## src/rtl/mem_port_arbiter.sv

```systemverilog
// Rotating-priority arbiter for the single-port system memory shared by fetch (F),
// data load/store (D) and the external loader (X); X can lock out F and D.
module mem_port_arbiter #(
  parameter int ADDR_W = 16,
  parameter int DATA_W = 8
) (
  input  logic              clk,
  input  logic              rst,
  input  logic              f_req,
  input  logic [ADDR_W-1:0] f_addr,
  output logic              f_gnt,
  output logic              f_rvalid,
  input  logic              d_req,
  input  logic              d_we,
  input  logic [ADDR_W-1:0] d_addr,
  input  logic [DATA_W-1:0] d_wdata,
  output logic              d_gnt,
  output logic              d_rvalid,
  input  logic              x_req,
  input  logic              x_we,
  input  logic              x_lock,
  input  logic [ADDR_W-1:0] x_addr,
  input  logic [DATA_W-1:0] x_wdata,
  output logic              x_gnt,
  output logic              x_rvalid,
  output logic [DATA_W-1:0] rdata,
  output logic              mem_en,
  output logic              mem_we,
  output logic [ADDR_W-1:0] mem_addr,
  output logic [DATA_W-1:0] mem_wdata,
  input  logic [DATA_W-1:0] mem_rdata
);

  typedef enum logic [1:0] {PORT_F = 2'd0, PORT_D = 2'd1, PORT_X = 2'd2} port_e;
  typedef enum logic {UNLOCKED = 1'b0, LOCKED = 1'b1} lock_e;

  function automatic port_e nextPort(input port_e p);
    case (p)
      PORT_F:  return PORT_D;
      PORT_D:  return PORT_X;
      default: return PORT_F;
    endcase
  endfunction

  port_e      rr, rrNext;
  lock_e      lockState, lockNext;
  logic       tagValid, tagValidNext;
  port_e      tagOwner, tagOwnerNext;
  logic       winnerValid;
  port_e      winner;
  port_e      cand;
  logic [2:0] reqVec;

  always_comb begin
    // NOTE: every variable gets a default first so no path leaves one unassigned (no latches).
    winnerValid  = 1'b0;
    winner       = PORT_F;
    cand         = rr;
    reqVec       = {x_req, d_req, f_req};
    mem_en       = 1'b0;
    mem_we       = 1'b0;
    mem_addr     = '0;
    mem_wdata    = '0;
    rrNext       = rr;
    lockNext     = lockState;
    tagValidNext = 1'b0;
    tagOwnerNext = tagOwner;

    if (lockState == LOCKED) begin
      winnerValid = x_req;
      winner      = PORT_X;
    end else begin
      // Search starts at rr and wraps F -> D -> X.
      for (int k = 0; k < 3; k++) begin
        if (!winnerValid && reqVec[cand]) begin
          winnerValid = 1'b1;
          winner      = cand;
        end
        cand = nextPort(cand);
      end
    end
    if (!rst) winnerValid = 1'b0;

    if (winnerValid) begin
      mem_en = 1'b1;
      case (winner)
        PORT_F: mem_addr = f_addr;
        PORT_D: begin
          mem_addr  = d_addr;
          mem_we    = d_we;
          mem_wdata = d_wdata;
        end
        default: begin
          mem_addr  = x_addr;
          mem_we    = x_we;
          mem_wdata = x_wdata;
        end
      endcase
      tagValidNext = !mem_we;
      tagOwnerNext = winner;
      if (lockState == UNLOCKED) rrNext = nextPort(winner);
    end

    case (lockState)
      UNLOCKED: if (winnerValid && winner == PORT_X && x_lock) lockNext = LOCKED;
      default:  if (!x_lock) lockNext = UNLOCKED;
    endcase
  end

  assign f_gnt    = winnerValid && (winner == PORT_F);
  assign d_gnt    = winnerValid && (winner == PORT_D);
  assign x_gnt    = winnerValid && (winner == PORT_X);
  assign f_rvalid = tagValid && (tagOwner == PORT_F);
  assign d_rvalid = tagValid && (tagOwner == PORT_D);
  assign x_rvalid = tagValid && (tagOwner == PORT_X);
  assign rdata    = mem_rdata;

  always_ff @(posedge clk or negedge rst) begin
    if (!rst) begin
      rr        <= PORT_F;
      lockState <= UNLOCKED;
      tagValid  <= 1'b0;
      tagOwner  <= PORT_F;
    end else begin
      // NOTE: non-blocking assignments so all state updates see pre-edge values.
      rr        <= rrNext;
      lockState <= lockNext;
      tagValid  <= tagValidNext;
      tagOwner  <= tagOwnerNext;
    end
  end

endmodule

```

## config.mk

```make
export PLATFORM = sky130hd
export DESIGN_NAME = mem_port_arbiter
export DESIGN_NICKNAME = d
export VERILOG_FILES = /design/src/rtl/mem_port_arbiter.sv
export SDC_FILE = /design/constraint.sdc
export NUM_CORES = 1
export LEC_CHECK = 0
export ABC_AREA = 1
export CELL_PAD_IN_SITES_DETAIL_PLACEMENT = 1
export CELL_PAD_IN_SITES_GLOBAL_PLACEMENT = 1
export CORE_ASPECT_RATIO = 0.8
export CORE_MARGIN = 5
export CORE_UTILIZATION = 16
export CTS_CLUSTER_DIAMETER = 50
export DETAILED_ROUTE_END_ITERATION = 10
export PLACE_DENSITY_LB_ADDON = 0.15
export SLEW_MARGIN = 15
export SYNTH_ARGS = -nofsm -noshare
export SYNTH_HDL_FRONTEND = slang
export SYNTH_SLANG_ARGS = --single-unit
```

## constraint.sdc

```tcl
create_clock -name clk -period 2.7 [get_ports clk]
set_input_delay 0.54 -clock clk [delete_from_list [all_inputs] [get_ports clk]]
set_output_delay 0.54 -clock clk [all_outputs]
set_load 0.1 [all_outputs]
```

==> metrics.txt <==
Mapped Nets=roughly 300; routability cong.=roughly 0.74; Max Clock Skew=between 0.006 and 0.007 ns; required time of the worst setup path=about 2.2 ns; drt wl/cell=~14 um; first-pass GRT wire length=9540 um; Chip Width=between 100 and 150 um; hpwl dp=~5000 um; clk_lat worst skew=about 0.23 ns; PortBufs=slightly above 100; Mean Syn Cell Area=5.07 um^2; clk root buf=clkbuf_8; Final Net Count=~430; Seq/Total Area, Yosys=13.3%; CP Max Fanout=7; Site Rows=27; leading post-synthesis cells by cell area=nand2_1 29%, nor2_1 14%, dfrtp_1 13%; drt via density=roughly 4.2; largest family of logic cells by synthesized area=simple AND/OR/NAND/NOR gates; Least-Margin Pin Slew=about 0.35 ns; crit path kind=reg2out; share of layout cells above drive strength 1=46.7%; Inserted Clock Buffers=3; Min-Delay Path Class=reg2reg; htree depth=1; status=complete, but fails checks; yosys warns=0; min Tclk post-route=roughly 2.7 ns; routed via count=~1800; Worst slew margin=76.6%; Critical Path Sink Type=output pin; final hold vios=0; f_max=~370 MHz; RSZ-0062 raised after global routing=yes; I/O pins=120; post-synthesis mux area share=0%; Final setup violation count=7; Post-Synthesis Cell Area=approximately 0.0011 mm^2; vias in the first global route=1915; min-delay src=tagOwner[1]; DRT Wirelength=a little under 6000 um; die height=approximately 85 um; Setup TNS Final=-0.109 ns; MaxCap Viol Count=0; share of the synthesized area in the top cell type=between 20% and 30%; Critical R2R Launch=rr[1]; Hold Path Sink=tagOwner[1]; Area growth syn-to-layout=193%; reg-to-reg endpoint=tagValid; R2R depth=12; clk sinks=6; Setup crit start=rr[1]; area leader, netlist=nand2_1; DIE AREA=between 0.008 and 0.009 mm^2; CTS tree=yes; synthesis-stage register bit count=6; Synth Area in Compound Gates=under 10%; GRT Overall Usage=about an eighth; XOR/XNOR share of the synthesized area=0%; R2R setup slack=0.82 ns; pre-CTS WS=-0.400 ns; initial antenna violation count=0; Hold Path Depth=2; initial core utilization=16.4%; worst setup margin=-0.0269 ns; CP Launch Type=flip-flop; clk buf depth=2; largest net degree at the start of global routing=17; DR DRC count=0; total grt overflow=0; period utilization=101%; post-synthesis simple-gate area fraction=64.0%; drt first pass iters=3; Netlist cell types=23; Cells after Synth=222; First DRT Iteration DRCs=28; final slew viol count=0; Arrival @ worst endpoint=approximately 2.2 ns; cts hold-fix bufs=0; Routed Antenna Nets=0; CORE AREA=a little under 0.007 mm^2; Worst-path clk slew=0.04 ns; failing checks=setup timing; number of diodes=0; Post-Synth Adder-Cell Area=0%
## layout make-up
class | instances | area (um^2)
multi-input cells | 172 | 1250
inverters | 28 | 113
well taps | 87 | 109
repair buffers | 137 | 1630
fillers | 805 | 3560
clock buffers | 4 | 45.0
flip-flops and latches | 6 | 153
## state kept, by name, summed over array words and instances (netlist names)
signal     flops
rr             2
lockState      1
tagValid       1
tagOwner       2
## layout by cell type (no fill, tap or decap), types with 7 or more instances in the layout
cell             synthesis  final
buf_4                   11     30
buf_12                   0     33
nand2_8                  0     12
nor2_4                   2     18
nor2_2                   5     15
nand4_1                 14     14
nand2_1                 87     49
nor2_1                  41     15
nand2_2                  1     20
nand2_4                  0      7
inv_1                   25     20
clkdlybuf4s50_1          0     68
## cell usage after synthesis (all sizes together)
| cell type | number |
|---|---|
| nand2 | 88 |
| nand4 | 15 |
| clkinv | 1 |
| a21oi | 1 |
| inv | 27 |
| o211ai | 1 |
| o21a | 1 |
| dfrtp | 6 |
| nand3 | 11 |
| o21ai | 3 |
| o21bai | 1 |
| nor3 | 3 |
| clkbuf | 2 |
| buf | 14 |
| nor2 | 48 |
## layer usage
| metal | share of wire [%] | track usage, % | vias to the layer above |
|---|---|---|---|
| li1 | - | - | 927 |
| met1 | 42 | 16.6 | 830 |
| met2 | 50 | 21.1 | 46 |
| met3 | 6.8 | 4.71 | 9 |
| met4 | 1.2 | 2.47 | 0 |
| met5 | 0 | 0 | - |
## worst max-delay path: stages, from the launching register on
cell,delay [ns]
dfrtp_2,0.47
inv_2,0.08
nand3_2,0.08
nand2_2,0.07
nor2_4,0.16
nand3_1,0.15
nand2_2,0.11
nor2_4,0.05
buf_6,0.11
nor2_4,0.15
buf_6,0.14
nand2_4,0.05
nand2_4,0.07
inv_4,0.04
nand2_8,0.06
buf_12,0.16
## cells by family (layout without fill, tap and decap cells)
| group | count (synthesis) | in the layout |
|---|---|---|
| buffers and inverters | 44 | 169 |
| DFF | 6 | 6 |
| AOI/OAI and AO/OA | 7 | 7 |
| and+or+nand+nor | 165 | 165 |
## per-stage QoR
| stage | util [%] | area [um^2] | hold slack, ns | cells |
|---|---|---|---|---|
| floorplan | - | 1480 | 0.244 | 222 |
| global placement | 43.9 | 3010 | 0.578 | 421 |
| detailed placement | 43.9 | 3010 | 0.578 | 421 |
| CTS | 45.7 | 3130 | 0.608 | 429 |
| global route | 48.1 | 3300 | 0.655 | 434 |
| finish | 48.1 | 3300 | 0.622 | 434 |
## how the worst max path moves through the flow
stage / slack (ns) / depth (start not counted) / end
after floorplan: -0.39 / 11 / mem_addr[5]
after global placement: -0.36 / 13 / mem_addr[5]
after detailed placement: -0.40 / 15 / mem_addr[5]
after CTS: -0.01 / 13 / mem_addr[8]
after global routing: -0.19 / 13 / mem_addr[0]
final: -0.03 / 15 / mem_addr[5]
## repair_timing
action | CTS | global route
resized for setup | 26 | 40
pin swaps | 17 | 14
gates cloned | 0 | 0
setup endpoints to repair | 28 | 26
buffers inserted | 4 | 5
Power is not shown: default switching activity piles up to over one toggle a cycle in this logic, so the estimate is an artifact.
